[config.mk]
export PLATFORM = sky130hd
export DESIGN_NAME = mul_hilo_ctrl
export DESIGN_NICKNAME = d
export VERILOG_FILES = /design/src/rtl/mul_pkg.sv /design/src/rtl/mul_core_u.sv /design/src/rtl/mul_hilo_ctrl.sv
export SDC_FILE = /design/constraint.sdc
export NUM_CORES = 2
export LEC_CHECK = 0
export BUFFER_PORTS_ARGS = -buffer_cell sky130_fd_sc_hd__clkbuf_2
export CAP_MARGIN = 15
export CORE_ASPECT_RATIO = 1.4
export CORE_UTILIZATION = 50
export CTS_CLUSTER_SIZE = 12
export DETAILED_ROUTE_END_ITERATION = 10
export GPL_TIMING_DRIVEN = 0
export PLACE_DENSITY_LB_ADDON = 0.25
export SYNTH_ARGS = -nofsm -noshare
export SYNTH_HDL_FRONTEND = slang
export SYNTH_SLANG_ARGS = --single-unit
export TNS_END_PERCENT = 100
[constraint.sdc]
create_clock -name clk -period 17.7 [get_ports clk]
set_input_delay 0.885 -clock clk [delete_from_list [all_inputs] [get_ports clk]]
set_output_delay 0.885 -clock clk [all_outputs]
set_load 0.03 [all_outputs]
[src/rtl/mul_pkg.sv]
// Shared definitions for the multiply/HI-LO sequencer and its multiplier core.
package mul_pkg;

  localparam int MUL_WIDTH = 32;
  localparam int MUL_LAT   = 2;

  typedef enum logic {
    IDLE = 1'b0,
    RUN  = 1'b1
  } mul_state_e;

  // Unsigned magnitude of an operand. The most negative value maps to itself,
  // which is the correct unsigned magnitude.
  function automatic logic [MUL_WIDTH-1:0] mul_mag(input logic [MUL_WIDTH-1:0] x,
                                                   input logic                 is_signed);
    return (is_signed && x[MUL_WIDTH-1]) ? -x : x;
  endfunction

  // Two's complement negation of a full-width product.
  function automatic logic [2*MUL_WIDTH-1:0] mul_neg(input logic [2*MUL_WIDTH-1:0] p);
    return -p;
  endfunction

endpackage

[src/rtl/mul_core_u.sv]
// Fixed-latency unsigned WIDTH x WIDTH multiplier. Stage 1 registers the shifted
// partial products; the adder-tree sum is registered next, and any further
// latency is plain delay stages. No handshake: the caller tracks validity.
module mul_core_u #(
  parameter int WIDTH = 32,
  parameter int LAT   = 2
) (
  input  logic               clk,
  input  logic               reset,
  input  logic [WIDTH-1:0]   a,
  input  logic [WIDTH-1:0]   b,
  output logic [2*WIDTH-1:0] p
);

  localparam int PW = 2 * WIDTH;

  logic [PW-1:0] pp_d [WIDTH];

  // Shifted partial products, one per multiplier bit.
  always_comb begin
    for (int i = 0; i < WIDTH; i++) begin
      pp_d[i] = b[i] ? (PW'(a) << i) : '0;
    end
  end

  if (LAT == 1) begin : g_lat1
    logic [PW-1:0] sum;
    logic [PW-1:0] p_q;

    // Single stage: sum the partial products directly.
    always_comb begin
      sum = '0;
      for (int i = 0; i < WIDTH; i++) begin
        sum = sum + pp_d[i];
      end
    end

    // Product register.
    always_ff @(posedge clk or negedge reset) begin
      if (!reset) p_q <= '0;
      else        p_q <= sum;
    end

    assign p = p_q;
  end else begin : g_latn
    logic [PW-1:0] pp_q  [WIDTH];
    logic [PW-1:0] sum;
    logic [PW-1:0] stg_q [LAT-1];

    // Partial-product register stage.
    // NOTE: the datapath pipeline is cleared on reset only so no X ever reaches HI/LO in simulation; its contents are otherwise don't-care.
    always_ff @(posedge clk or negedge reset) begin
      if (!reset) begin
        for (int i = 0; i < WIDTH; i++) pp_q[i] <= '0;
      end else begin
        for (int i = 0; i < WIDTH; i++) pp_q[i] <= pp_d[i];
      end
    end

    // Adder tree over the registered partial products.
    always_comb begin
      sum = '0;
      for (int i = 0; i < WIDTH; i++) begin
        sum = sum + pp_q[i];
      end
    end

    // Sum register followed by delay stages up to the configured latency.
    always_ff @(posedge clk or negedge reset) begin
      if (!reset) begin
        for (int i = 0; i < LAT - 1; i++) stg_q[i] <= '0;
      end else begin
        stg_q[0] <= sum;
        for (int i = 1; i < LAT - 1; i++) stg_q[i] <= stg_q[i-1];
      end
    end

    assign p = stg_q[LAT-2];
  end

endmodule

[src/rtl/mul_hilo_ctrl.sv]
// MULT/MULTU sequencer: feeds operand magnitudes to the multiplier core, waits
// out its latency, applies the sign fix-up and commits to HI/LO. Also serves
// MTHI/MTLO writes while idle. WIDTH must equal MUL_WIDTH, which sizes the
// sign helpers in mul_pkg.
module mul_hilo_ctrl
  import mul_pkg::*;
#(
  parameter int WIDTH = MUL_WIDTH,
  parameter int LAT   = MUL_LAT
) (
  input  logic             clk,
  input  logic             reset,
  input  logic             start,
  output logic             start_ready,
  input  logic             op_signed,
  input  logic [WIDTH-1:0] a,
  input  logic [WIDTH-1:0] b,
  input  logic             flush,
  input  logic             mthi_en,
  input  logic             mtlo_en,
  input  logic [WIDTH-1:0] mt_data,
  output logic             busy,
  output logic             done,
  output logic [WIDTH-1:0] hi,
  output logic [WIDTH-1:0] lo
);

  localparam int CNT_W = $clog2(LAT + 1);

  mul_state_e         state_q, state_d;
  logic [CNT_W-1:0]   cnt_q, cnt_d;
  logic               sign_neg_q, sign_neg_d;
  logic [WIDTH-1:0]   hi_q, hi_d;
  logic [WIDTH-1:0]   lo_q, lo_d;
  logic               done_q, done_d;

  logic [WIDTH-1:0]   a_mag, b_mag;
  logic [2*WIDTH-1:0] core_p;
  logic [2*WIDTH-1:0] product;

  // The core loads every cycle; only the value present at the accepting edge
  // is ever committed, as the counter tracks exactly that one.
  assign a_mag   = mul_mag(a, op_signed);
  assign b_mag   = mul_mag(b, op_signed);
  assign product = sign_neg_q ? mul_neg(core_p) : core_p;

  mul_core_u #(
    .WIDTH (WIDTH),
    .LAT   (LAT)
  ) u_core (
    .clk   (clk),
    .reset (reset),
    .a     (a_mag),
    .b     (b_mag),
    .p     (core_p)
  );

  // Next state: flush beats start, start beats MTHI/MTLO.
  // NOTE: every signal written here gets its default first so no path leaves it unassigned and no latch is inferred.
  always_comb begin
    state_d    = state_q;
    cnt_d      = cnt_q;
    sign_neg_d = sign_neg_q;
    hi_d       = hi_q;
    lo_d       = lo_q;
    done_d     = 1'b0;
    unique case (state_q)
      IDLE: begin
        if (flush) begin
          state_d = IDLE;
        end else if (start) begin
          state_d    = RUN;
          cnt_d      = CNT_W'(LAT);
          sign_neg_d = op_signed & (a[WIDTH-1] ^ b[WIDTH-1]);
        end else begin
          if (mthi_en) hi_d = mt_data;
          if (mtlo_en) lo_d = mt_data;
        end
      end
      RUN: begin
        if (flush) begin
          state_d = IDLE;
          cnt_d   = '0;
        end else if (cnt_q == CNT_W'(1)) begin
          {hi_d, lo_d} = product;
          state_d      = IDLE;
          cnt_d        = '0;
          done_d       = 1'b1;
        end else begin
          cnt_d = cnt_q - CNT_W'(1);
        end
      end
      default: state_d = IDLE;
    endcase
  end

  // State, counter and architectural register update.
  // NOTE: sequential state uses non-blocking assignments so every register samples pre-edge values.
  always_ff @(posedge clk or negedge reset) begin
    if (!reset) begin
      state_q    <= IDLE;
      cnt_q      <= '0;
      sign_neg_q <= 1'b0;
      hi_q       <= '0;
      lo_q       <= '0;
      done_q     <= 1'b0;
    end else begin
      state_q    <= state_d;
      cnt_q      <= cnt_d;
      sign_neg_q <= sign_neg_d;
      hi_q       <= hi_d;
      lo_q       <= lo_d;
      done_q     <= done_d;
    end
  end

  assign start_ready = (state_q == IDLE);
  assign busy        = (state_q == RUN);
  assign done        = done_q;
  assign hi          = hi_q;
  assign lo          = lo_q;

endmodule

-- Yosys cells after proc, flatten, opt, wreduce, memory -nomap -nowiden
Index checks and enable logic that the tools add are counted.
- flip-flop bits (word level): 2181
- logic and storage cells: 152
- output and inout bits: 67
- reduce and logical (&&, ||, !) cells: 6
- muxes and demuxes: 60
- equal/unequal tests: 8
- bitwise logic cells: 4
- add/subtract/negate cells: 35
- operators by type and width (operator ; number):
    adder 64 bit ; 31
    two-way mux 32 bit ; 13
    one-hot mux 32 bit (2 select lines) ; 2
    two-way mux 64 bit ; 1
    negator 32 bit ; 2
    negator 64 bit ; 1
    two-way mux 63 bit ; 1
    two-way mux 62 bit ; 1
    two-way mux 61 bit ; 1
    two-way mux 60 bit ; 1
    two-way mux 59 bit ; 1
    two-way mux 58 bit ; 1
    two-way mux 57 bit ; 1
    two-way mux 56 bit ; 1
    two-way mux 55 bit ; 1
    two-way mux 54 bit ; 1
    two-way mux 53 bit ; 1
    two-way mux 52 bit ; 1
    two-way mux 51 bit ; 1
    two-way mux 50 bit ; 1
    two-way mux 49 bit ; 1
    two-way mux 48 bit ; 1
    two-way mux 47 bit ; 1
    two-way mux 46 bit ; 1
    other kinds (28) ; 45

-- Logic depth before layout (Yosys ltp)
- depth in word-level cells: 31
- gate-level depth with buffers: 27
- gate-level depth less buffers: 26

-- By module
Synthesis repeated with hierarchy kept, for this count alone.
- cells, all modules: 5759
- area, all modules: 68431.9 µm²
- by module, submodules not included (module ; area an instance (µm²) ; instances ; cells each ; sequential area each (µm²)):
    mul_core_u ; 62677.6 ; 1 ; 5037 ; 27226.1
    mul_hilo_ctrl ; 5754.3 ; 1 ; 722 ; 1726.7

-- Worst setup path after synthesis
Ideal clock, no wire load.
- path kind: flip-flop to flip-flop
- start: reg u_core.g_latn.pp_q[1377] (netlist bit)
- end: reg u_core.g_latn.stg_q (netlist bit u_core.p[56])
- cell stages (with the launch flop): 26
- path slack: 10.808 ns
- required time: 17.563 ns
- data arrival time: 6.755 ns
- cells stage by stage: dfrtp_1 > inv_1 > fa_1 > inv_1 > fa_1 > fa_1 > inv_1 > fa_1 > inv_1 > fa_1 > fa_1 > fa_1 > inv_1 > fa_1 > inv_1 > ha_1 > clkbuf_1 > nand4_1 > or2_2 > nand2b_1 > o22ai_1 > a31o_2 > a41oi_1 > o31a_1 > nor4b_1 > a211oi_1
- longest elaborated chain between the ends: 22
- RTL lines (what ; line ; text):
    start, declared ; mul_core_u.sv:46 ; logic [PW-1:0] pp_q [WIDTH];
    adder 64 bit (22 in a row) ; mul_core_u.sv:64 ; sum = sum + pp_q[i];
    via u_core.g_latn.sum[56] ; mul_core_u.sv:47 ; logic [PW-1:0] sum;
    end, declared ; mul_core_u.sv:48 ; logic [PW-1:0] stg_q [LAT-1];
The timed path passes the listed nets, and every way through them passes these cells.
A chain may end at the register's enable or synchronous reset.

-- Worst setup path after layout
- start: reg u_core.g_latn.pp_q[1440] (netlist bit)
- end: reg u_core.g_latn.stg_q (netlist bit u_core.p[54])
- longest elaborated chain between the ends: 23
- RTL lines (what ; line):
    adder 64 bit (23 in a row) ; mul_core_u.sv:64
    via u_core.g_latn.sum[54] ; mul_core_u.sv:47
The timed path passes the listed nets, and every way through them passes these cells.

==> impl_metrics.py <==
metrics = {
    "run_status": {
        "outcome": "finished, final reports clean",
    },
    "floorplanning": {
        "core-area_sq_um": 129000,
        "fp.dieH_um": 430,
        "initial_core_util_pct": 50.6,
        "pin_count": 170,
        "die_x_um": 308,
        "die_area_sq_um": 132000,
        "num_rows": 156,
    },
    "drt": {
        "drc_errors": 0,
        "dr.first_iter.drc_count": 2506,
        "post_drt_wl_per_cell_um": 22.6,
        "first_pass_iters": 5,
        "routed_wl_mm": 177,
        "via_per_inst": 5.13,
        "ant_nets": 0,
        "via_count": 40300,
    },
    "place": {
        "dp_hpwl_mm": 140,
        "place.gp.congestion": 0.928,
        "placed_cells": 7657,
        "io_buffers": 169,
    },
    "finish": {
        "layout_commonest_cell": "dfrtp_1",
        "drive_gt1_share_pct": 6.95,
        "final_cell_count_no_fill": 7842,
        "layout_common_cells": "1157 x dfrtp_1, 1154 x inv_1, 1094 x nor2_1",
        "num-nets-final": 7304,
        "syn2layout_area_growth_pct": 11.3,
        "postLayoutCoreUtil_pct": 56.3,
    },
    "logic_synthesis": {
        "synth-edff-count": 0,
        "syn_nets": 6973,
        "async_flop_share_pct": 100,
        "synth.area.top_cells": "dfrtp_1 44%, fa_1 28%, inv_1 6.6%",
        "yosysUniqueCellTypes": 64,
        "synth_top_cell_area_share_pct": 44.2,
        "yosys_warnings": 0,
        "synth_sequential_area_ratio_pct": 44.2,
        "synthCells": 5707,
        "synth_top_flop_cell": "dfrtp_1",
        "avgSynthCellArea_sq_um": 11.5,
        "ys_ff_latch": 1157,
        "yosysTopAreaCell": "dfrtp_1",
        "netlist_area_sq_um": 65400,
    },
    "clock_tree": {
        "clk_latency_ns": 0.76,
        "cts_buffers": 115,
        "cts_root_buf": "clkbuf_16",
        "cts.clk_slew.worst_paths_ns": 0.06,
        "clock-sinks": 1157,
        "cts-hold-fix-buffers": 0,
        "cts_max_level": 3,
        "post_cts_resized": 0,
        "cts_setup_buffers": 0,
        "cts_max_path_buffers": 3,
        "cts_tree": "built",
    },
    "sta": {
        "final.setup.tns_ns": 0,
        "hold_violations": 0,
        "fin_skew_ns": 0.0343,
        "min_period_ns": 7.78,
        "rsz0062_at_grt": "no",
        "maxSlewHeadroom_pct": 13.9,
        "fin_crit_sh_pct": 44.0,
        "slew_viol_final": 0,
        "worstMarginPinSlew_ns": 1.28,
        "finalSetupViolations": 0,
        "max_freq_ghz": 0.128,
    },
    "worst_setup_path": {
        "worstPathCellList": "inv_1 -> fa_1 -> fa_1 -> inv_1 -> fa_1 -> inv_1 -> fa_1 -> inv_1 -> fa_1 -> fa_1 -> fa_1 -> fa_1 -> ha_1 -> clkbuf_1 -> nand4_1 -> or2_2 -> nand2b_1 -> o22ai_1 -> a31o_2 -> a41oi_1 -> o31a_1 -> o21ai_0 -> xor2_1",
        "start_kind": "register",
        "path_max_fanout": 7,
        "crit_buf_inv": 5,
        "arrival_ns": 8.42,
        "required_ns": 18.34,
        "critPathTopFamily": "adder cells",
        "cpMostUsedCell": "fa_1",
        "end_kind": "register",
        "slowest_delay_ns": 0.59,
        "slowest_stage": "fa_1",
        "critPathKind": "reg -> reg",
    },
    "global_routing": {
        "grt_max_degree": 117,
        "grt_pass1_vias": 44900,
        "antenna_found_initial": 8,
        "grt_pass1_wl_mm": 272,
        "grt.overflow.total": 0,
        "grt_util_all_layers_pct": 28.2,
    },
    "job": {
        "cap_viol_max_count": 0,
    },
    "worst_hold_path": {
        "holdCritPathClass": "in -> async",
    },
}
[synthesized netlist by cell type (3+ instances only)]
cell type  count
nor3_1        27
nand4b_1       5
buf_2          6
a21oi_1       97
a31o_2         3
fa_1         902
and3_1         8
or4_4          3
a21o_1        63
a221o_1        3
clkbuf_1     233
nand2_1      131
xnor2_1       73
a221oi_1       8
ha_1         261
dfrtp_1     1157
o21bai_1       8
or3_1         15
nor2_1      1094
o41ai_1       13
buf_6          3
or4_1          6
xor2_1       103
o31ai_1       27
nor2b_1       13
nand3_1       16
a211oi_1      28
o21a_1         3
a31oi_1        6
nand2b_1      20
nand4_1       20
inv_1       1154
nor4_1        17
buf_1          6
and2_1         6
or2_2          7
o21ai_0      118
o211ai_1       5
mux2i_1        5
[metrics by stage]
stage	cell area, sq um	hold slack, ns	setup WS [ns]
3_3_place_gp	68500	0.334	-11.81
2_1_floorplan	65400	0.331	10.81
5_1_grt	72800	0.266	9.58
4_1_cts	72800	0.213	9.94
3_5_place_dp	69400	0.346	9.96
6_report	72800	0.217	9.92
[logic make-up after synthesis]
kind of cell               synth area share (%)
and+or+nand+nor                            8.78
adders and majority gates                  32.6
AOI/OAI and AO/OA                          3.83
muxes                                    0.0765
DFF                                        44.2
buffers and inverters                      8.10
xor gates and xnor gates                   2.38
[layout make-up]
type,instances,area [sq um]
Fill cell,10900,56600
Antenna cell,4,10.0
Sequential cell,1157,29000
Clock inverter,22,274
Inverter,1156,4340
Timing Repair Buffer,214,1570
Multi-Input combinational cell,3146,31400
Clock buffer,157,3190
Buffer,248,961
Tap cell,1738,2170
[flip-flops by register name (all words and copies together) (netlist names)]
| signal | count |
|---|---|
| busy | 1 |
| hi | 32 |
| cnt_q | 2 |
| lo | 32 |
| sign_neg_q | 1 |
| u_core.g_latn.pp_q | 1024 |
| u_core.p | 64 |
| done | 1 |
[per-layer routing]
| layer | wire, um | GRT usage [%] | vias up |
|---|---|---|---|
| met4 | 10200 | 14.2 | 4 |
| met3 | 7520 | 3.84 | 361 |
| met1 | 64300 | 33.0 | 21400 |
| met2 | 95400 | 50.4 | 940 |
| met5 | 22 | 0 | - |
| li1 | - | - | 17500 |
[worst paths after layout]
kind | start | endpoint | slack (ns) | cells after the start
setup / recovery | u_core.g_latn.pp_q[1440] | u_core.p[54] | 9.92 | 23
hold / removal | reset | u_core.g_latn.pp_q[286] | 0.22 | 1
setup reg to reg | u_core.g_latn.pp_q[1440] | u_core.p[54] | 9.92 | 23
hold reg to reg | u_core.g_latn.pp_q[1984] | u_core.p[0] | 0.36 | 0
max in group asynchronous | reset | u_core.g_latn.pp_q[178] | 15.32 | 4
min in group clk | u_core.g_latn.pp_q[1984] | u_core.p[0] | 0.36 | 0
Power is not shown: default switching activity piles up to over one toggle a cycle in this logic, so the estimate is an artifact.
